<file path="src/rtl/multi_debounce.sv">
// N-channel pushbutton conditioner: synchroniser, stability debounce, rise/fall strobes,
// long-press detection and auto-repeat per channel. All outputs are registered.
module multi_debounce #(
  parameter int unsigned CHANNELS      = 4,
  parameter int unsigned STABLE_CYCLES = 4,
  parameter int unsigned LONG_CYCLES   = 100,
  parameter int unsigned REPEAT_CYCLES = 20,
  parameter bit          INVERT        = 1'b0
) (
  input  logic                clk,
  input  logic                rst_n,
  input  logic [CHANNELS-1:0] d,
  output logic [CHANNELS-1:0] q,
  output logic [CHANNELS-1:0] rise,
  output logic [CHANNELS-1:0] fall,
  output logic [CHANNELS-1:0] long_press,
  output logic [CHANNELS-1:0] repeat_pulse
);

  localparam int unsigned StabW  = (STABLE_CYCLES > 1) ? $clog2(STABLE_CYCLES) : 1;
  localparam int unsigned HoldW  = (LONG_CYCLES > 1) ? $clog2(LONG_CYCLES) : 1;
  localparam int unsigned RepMax = (REPEAT_CYCLES > 1) ? REPEAT_CYCLES - 1 : 0;
  localparam int unsigned RepW   = (RepMax > 0) ? $clog2(RepMax + 1) : 1;

  localparam logic [StabW-1:0] StabLast = StabW'(STABLE_CYCLES - 1);
  localparam logic [HoldW-1:0] HoldLast = HoldW'(LONG_CYCLES - 1);
  localparam logic [RepW-1:0]  RepLast  = RepW'(RepMax);

  typedef enum logic [1:0] {StIdle, StHeld, StRepeat} hold_st_e;

  for (genvar i = 0; i < CHANNELS; i++) begin : g_chan
    logic             s;
    logic             sync1_q, sync2_q;
    logic             q_q, q_d;
    logic             rise_q, rise_d, fall_q, fall_d;
    logic             long_q, long_d, rep_q, rep_d;
    logic [StabW-1:0] stab_q, stab_d;
    logic [HoldW-1:0] hold_q, hold_d;
    logic [RepW-1:0]  rep_cnt_q, rep_cnt_d;
    hold_st_e         st_q, st_d;

    assign s = INVERT ? ~d[i] : d[i];

    always_ff @(posedge clk or negedge rst_n) begin
      if (!rst_n) begin
        sync1_q   <= 1'b0;
        sync2_q   <= 1'b0;
        q_q       <= 1'b0;
        stab_q    <= '0;
        rise_q    <= 1'b0;
        fall_q    <= 1'b0;
        long_q    <= 1'b0;
        rep_q     <= 1'b0;
        hold_q    <= '0;
        rep_cnt_q <= '0;
        st_q      <= StIdle;
      end else begin
        sync1_q   <= s;
        sync2_q   <= sync1_q;
        q_q       <= q_d;
        stab_q    <= stab_d;
        rise_q    <= rise_d;
        fall_q    <= fall_d;
        long_q    <= long_d;
        rep_q     <= rep_d;
        hold_q    <= hold_d;
        rep_cnt_q <= rep_cnt_d;
        st_q      <= st_d;
      end
    end

    // Any agreement between sync2 and q restarts the mismatch count.
    always_comb begin
      q_d    = q_q;
      stab_d = '0;
      if (sync2_q != q_q) begin
        if (stab_q == StabLast) begin
          q_d = sync2_q;
        end else begin
          stab_d = stab_q + 1'b1;
        end
      end
      rise_d = q_d & ~q_q;
      fall_d = ~q_d & q_q;
    end

    always_comb begin
      st_d      = st_q;
      hold_d    = hold_q;
      rep_cnt_d = rep_cnt_q;
      unique case (st_q)
        StIdle: begin
          if (rise_d) begin
            st_d   = StHeld;
            hold_d = '0;
          end
        end
        StHeld: begin
          if (hold_q == HoldLast) begin
            st_d      = StRepeat;
            rep_cnt_d = '0;
          end else begin
            hold_d = hold_q + 1'b1;
          end
        end
        StRepeat: begin
          if (REPEAT_CYCLES != 0) begin
            rep_cnt_d = (rep_cnt_q == RepLast) ? '0 : rep_cnt_q + 1'b1;
          end
        end
        default: st_d = StIdle;
      endcase
      if (fall_d) begin
        st_d      = StIdle;
        hold_d    = '0;
        rep_cnt_d = '0;
      end
    end

    // A release on the same edge suppresses any long/repeat strobe.
    always_comb begin
      long_d = 1'b0;
      rep_d  = 1'b0;
      if (!fall_d) begin
        long_d = (st_q == StHeld) && (hold_q == HoldLast);
        rep_d  = (st_q == StRepeat) && (REPEAT_CYCLES != 0) && (rep_cnt_q == RepLast);
      end
    end

    assign q[i]            = q_q;
    assign rise[i]         = rise_q;
    assign fall[i]         = fall_q;
    assign long_press[i]   = long_q;
    assign repeat_pulse[i] = rep_q;
  end

endmodule

</file>
<file path="config.mk">
export PLATFORM = sky130hd
export DESIGN_NAME = multi_debounce
export DESIGN_NICKNAME = d
export VERILOG_FILES = /design/src/rtl/multi_debounce.sv
export SDC_FILE = /design/constraint.sdc
export NUM_CORES = 1
export LEC_CHECK = 0
export ABC_AREA = 1
export CORE_ASPECT_RATIO = 0.6
export CORE_MARGIN = 2
export CORE_UTILIZATION = 50
export DETAILED_ROUTE_END_ITERATION = 10
export PLACE_DENSITY_LB_ADDON = 0.3
export SYNTH_ARGS = -nofsm -noshare
export SYNTH_HDL_FRONTEND = slang
export SYNTH_SLANG_ARGS = --single-unit
</file>
<file path="constraint.sdc">
create_clock -name clk -period 3.8 [get_ports clk]
set_input_delay 0.57 -clock clk [delete_from_list [all_inputs] [get_ports clk]]
set_output_delay 0.57 -clock clk [all_outputs]
set_load 0.02 [all_outputs]
</file>
Word level (Yosys, flattened, before mapping)
Cells that the tools add are included.

word-level totals
  register bits after elaboration = 92
  latch bits = 0
  bits in writable memories = 0
  ROM bits = 0
  word-level logic and storage cells = 216
  memories kept = 0

cells by class
  add/sub/neg operators = 12
  $mul = 0
  divide/modulo/power cells = 0
  $lt $le $gt $ge = 0
  eq/ne operators = 40
  shift-type cells = 0
  muxes and demuxes = 72
  bitwise logic cells = 16
  reductions and logical operators = 32

operators with widths
  cell                                            number
  2-to-1 mux 7 bit                                12
  2-to-1 mux 5 bit                                12
  one-hot mux 7 bit (2 select lines)              4
  2-to-1 mux 2 bit                                20
  one-hot mux 5 bit (2 select lines)              4
  != test 3 bit (second input constant)           12
  adder 7 x 1 -> 7 bit (second input constant)    4
  == test 7 bit (second input constant)           4
  one-hot mux 2 bit (3 select lines)              4
  AND reduction 3 bit                             8
  nonzero test 3 bit                              8
  adder 5 x 1 -> 5 bit (second input constant)    4
  == test 5 bit (second input constant)           4
  == test 2 bit (second input constant)           8
  2-to-1 mux 1 bit                                16
  adder 2 x 1 -> 2 bit (second input constant)    4
  bitwise AND 1 bit                               8
  == test 2 x 1 -> 1 bit (second input constant)  4
  logical AND 1 bit                               8
  logical NOT 2 bit                               4
  != test 2 bit (second input constant)           4
  NOT 1 bit                                       8
  AND reduction 2 bit                             4
  != test 1 bit                                   4

Longest topological paths before layout
  depth in word-level cells = 7
  mapped depth = 10

Worst setup path before layout
Ideal clock, no wire load.

  path kind = flip-flop to flip-flop
  start = register g_chan[0].stab_q[0]
  end = register g_chan[0].hold_q[3]
  arrival = 1.657 ns
  required time = 3.675 ns
  path slack = 2.018 ns
  cell stages (with the launch flop) = 9
  path buffers = 0
  cells stage by stage = dfrtp_1 -> ha_1 -> o21ai_0 -> inv_1 -> ha_1 -> a31oi_1 -> nand2_4 -> nand2_1 -> o21ai_1

on the way
  cells in the longest elaborated chain, start to end = 7

RTL lines
  what                                                                  RTL line  RTL
  from (decl)                                                           37        logic [StabW-1:0] stab_q, stab_d;
  from (signal assigned)                                                61        stab_q <= stab_d;
  == test 2 bit (*)                                                     77        if (stab_q == StabLast) begin
  2-to-1 mux 1 bit (*)                                                  77
  2-to-1 mux 1 bit (*)                                                  76        if (sync2_q != q_q) begin
  via g_chan[0].q_d                                                     34        logic q_q, q_d;
  NOT 1 bit                                                             84        fall_d = ~q_d & q_q;
  bitwise AND 1 bit                                                     84
  != test 3 bit (no source line) or nonzero test 3 bit (tied branches)  --
  AND reduction 3 bit (no source line)                                  --
  to (signal assigned)                                                  66        hold_q <= hold_d;
  to (decl)                                                             38        logic [HoldW-1:0] hold_q, hold_d;

Mark *: on every way through the listed nets, which the timed path passes. The rest lies on a longest branch.
A chain may end at the register's enable or synchronous reset.

Worst setup path after layout
  start = register g_chan[1].stab_q[0]
  end = register g_chan[1].hold_q[5]

on the way
  cells in the longest elaborated chain, start to end = 7

RTL lines
  what                                                                  RTL line
  from (decl)                                                           37
  from (signal assigned)                                                61
  == test 2 bit (*)                                                     77
  2-to-1 mux 1 bit (*)                                                  77
  2-to-1 mux 1 bit (*)                                                  76
  NOT 1 bit                                                             84
  bitwise AND 1 bit                                                     84
  != test 3 bit (no source line) or nonzero test 3 bit (tied branches)  --
  AND reduction 3 bit (no source line)                                  --
  to (signal assigned)                                                  66
  to (decl)                                                             38

Mark *: on every way between the ends. The rest lies on a longest branch, timed or not.

==> run_results.csv <==
group,metric,value,unit
global_route,grt_pass1_vias,3238,
finish,nNetsFinal,578,
timing,layout_worst_path_cycle_share,0.537,
critical_path,cp_slowest_cell,"dfrtp_1",
route,routed_wl,8.53,mm
critical_path,cp_max_fo,7,
timing,final.min_clock_period,2.04,ns
placed_design,placed_cells,653,
job,maxCapViolCount,0,
logic_synthesis,yosys.area.top_type_share,0.497,
finish,drive_gt1_frac,0.0904,
placed_design,post-dp-hpwl,6.08,mm
logic_synthesis,synth_ff_type,"dfrtp_1",
timing,fin_worst_skew,0.00601,ns
die,die_height,78.6,um
power_and_ir_drop,peakVddDrop,298,uV
placed_design,gp_congestion,0.864,
clocking,cts_root_buf,"clkbuf_16",
logic_synthesis,synth_top_cell_by_area,"dfrtp_1",
timing,maxSlewHeadroom,0.404,
die,num_rows,27,
clocking,ctsHoldBuffers,0,
clocking,cts_buffers,9,
global_route,overflow,0,
route,drc,0,
critical_path,worstPathArrival,2.27,ns
finish,fill_cells,795,
logic_synthesis,syn_area_per_cell,8.71,um2
die,dieArea,10100,um2
timing,setup_tns,0,ns
power_and_ir_drop,seqPwrFrac,0.392,
power_and_ir_drop,comb_power_share,0.342,
placed_design,io_buffers,25,
critical_path,worstSetupPathType,"flip-flop to flip-flop",
logic_synthesis,synth_nets,562,
global_route,grt_pass1_wl,14.8,mm
timing,max_slew.worst_pin.slew,0.893,ns
critical_path,critical_path_required,4.03,ns
logic_synthesis,ys_seq_area_frac,0.497,
power_and_ir_drop,pwr_density_cell,642,nW/um2
timing,finalHoldWorstSlack,0.324,ns
clocking,cts_buffer_depth,2,
power_and_ir_drop,p_int,0.00207,W
global_route,grt_max_degree,72,
finish,area_growth,11.7,%
die,initial_utilization,0.510,
logic_synthesis,synth_cells,532,
power_and_ir_drop,p_clk_frac,0.266,
power_and_ir_drop,swShare,0.378,
power_and_ir_drop,leakage,2.63,nW
clocking,clock_latency,0.34,ns
die,core_area,9090,um2
route,wl_per_cell,12.8,um
timing,max_freq,0.490,GHz
logic_synthesis,yosysWarnings,0,
clocking,post_cts_buffers,0,
critical_path,crit_top_cell,"nand2_1",
logic_synthesis,synthesis.area,4630,um2
logic_synthesis,ys_ff_latch,92,
logic_synthesis,yosysUniqueCellTypes,30,
route,vias,3436,
global_route,antenna_found_initial,0,
logic_synthesis,async_reset_ff_frac,1.00,
route,drt_iter0_drc,270,
die,die_w,128,um
die,boundaryPins,26,
clocking,clkSinkCount,92,
route,drt_first_pass_iters,5,
timing,hold_viol,0,
critical_path,cpPeakStageDelay,0.39,ns
route,vias_per_cell,5.14,
timing,rsz0062_at_grt,"false",
logic_synthesis,synth.most_common_cell,"nand2_1",
timing,drv_slew,0,
logic_synthesis,synth_commonest_cells,"127 x nand2_1, 92 x dfrtp_1, 64 x inv_1, 46 x nand3_1, 40 x nor2_1",
logic_synthesis,synth_edf_count,0,
route,ant_nets,0,
finish,fin_cells,669,
critical_path,crit_chain,"ha_1 -> o21ai_0 -> ha_1 -> inv_1 -> nand2_1 -> nand3_2 -> nand2_1 -> nand2_1",
timing,setup_viol,0,
critical_path,endpoint_kind,"flip-flop",
clocking,clk_pin_slew_worst_paths,0.06,ns
clocking,h-tree-depth,3,
global_route,grt_usage,0.186,
logic_synthesis,yosys-top-cells-area,"dfrtp_1 50%, nand2_1 10%, ha_1 6.5%, inv_1 5.2%, nand3_1 5.0%",
power_and_ir_drop,p_sw,0.00125,W
finish,n_antenna_cell,0,
clocking,cts_tree,"yes",
outcome,status,"complete, no violations",
clocking,ctsResizeCount,0,
min_path,hold_class,"input port to async pin",
critical_path,start_kind,"flip-flop",
## metrics by stage
stage          power, W  area [um2]  setup WS [ns]  utilization
2_1_floorplan   0.00217        4630           2.02            -
3_3_place_gp    0.00241        4870           1.82        0.536
5_1_grt         0.00357        5170           1.53        0.569
3_5_place_dp    0.00245        4870           1.73        0.536
6_report        0.00332        5170           1.76        0.569
4_1_cts         0.00335        5170           1.72        0.569
## path summary, 6_finish.rpt
| path | start | to | slack (ns) | cells after the start |
|---|---|---|---|---|
| max in group asynchronous | rst_n | g_chan[0].sync2_q | 2.62 | 2 |
| min in group clk | g_chan[3].sync1_q | g_chan[3].sync2_q | 0.35 | 0 |
| max reg2reg | g_chan[1].stab_q[0] | g_chan[1].hold_q[5] | 1.76 | 8 |
| max | g_chan[1].stab_q[0] | g_chan[1].hold_q[5] | 1.76 | 8 |
| min | rst_n | g_chan[1].sync1_q | 0.32 | 1 |
| min reg2reg | g_chan[3].sync1_q | g_chan[3].sync2_q | 0.35 | 0 |
## layout make-up
cell class | instances | area (um2) | share of cell area
sequential | 92 | 2300 | 0.445
timing repair buffer | 26 | 255 | 0.0493
tap | 116 | 145 | 0.0281
multi-input combinational | 350 | 1910 | 0.370
inverter | 69 | 259 | 0.0501
clock inverter | 4 | 32.5 | 0.00629
clock buffer | 12 | 267 | 0.0515
## worst max-delay path, delay by kind of cell (launching register included)
| kind | cells | cell delay (ns) |
|---|---|---|
| AO/OA/AOI/OAI | 1 | 0.32 |
| flip-flops | 1 | 0.39 |
| buffers and inverters | 1 | 0.16 |
| AND/OR/NAND/NOR | 4 | 0.45 |
| adder cells (fa/ha/maj) | 2 | 0.62 |
## per-layer routing
metal / share of wire / track usage / wire length, um
met3: 0.046 / 0.0539 / 396
met1: 0.50 / 0.263 / 4280
met2: 0.43 / 0.270 / 3690
met5: 0 / 0 / 0
met4: 0.020 / 0.0714 / 168
## kinds of logic after synthesis
group / share of synthesized area
and+or+nand+nor: 0.269
DFF: 0.497
buffers and inverters: 0.0899
AOI/OAI and AO/OA: 0.0527
adders and majority gates: 0.0648
xor gates and xnor gates: 0.0265
## registers in the layout (all words and copies together) (netlist names)
signal	flops
g_chan.fall_q	4
g_chan.rep_cnt_q	20
g_chan.rep_q	4
g_chan.sync2_q	4
g_chan.st_q	8
g_chan.hold_q	28
g_chan.stab_q	8
g_chan.sync1_q	4
g_chan.long_q	4
g_chan.q_q	4
g_chan.rise_q	4
## placed cells by master (no fill, tap or decap), drive strengths merged
cell type | netlist | layout
clkinv | 1 | 3
or2 | 5 | 5
o21bai | 1 | 1
nand2 | 136 | 136
o21ai | 35 | 35
nand4 | 26 | 26
inv | 68 | 68
dfrtp | 92 | 92
nor3 | 6 | 6
a31o | 2 | 2
ha | 24 | 24
nand3 | 48 | 48
buf | 21 | 2
o41ai | 2 | 2
xor2 | 7 | 7
clkinvlp | 0 | 2
xnor2 | 7 | 7
clkbuf | 0 | 12
a31oi | 1 | 1
a21oi | 1 | 1
nand3b | 2 | 2
clkdlybuf4s50 | 0 | 24
nor2 | 47 | 47
## power by group through the flow
stage	Sequential, W	Combinational, W	Clock, W
after floorplan	0.00128	0.000895	0
after global placement	0.00131	0.00110	0
after detailed placement	0.00132	0.00114	0
after CTS	0.00130	0.00114	0.000907
after global routing	0.00133	0.00129	0.000944
final	0.00130	0.00114	0.000883
Power figures use the tool's default switching activity.
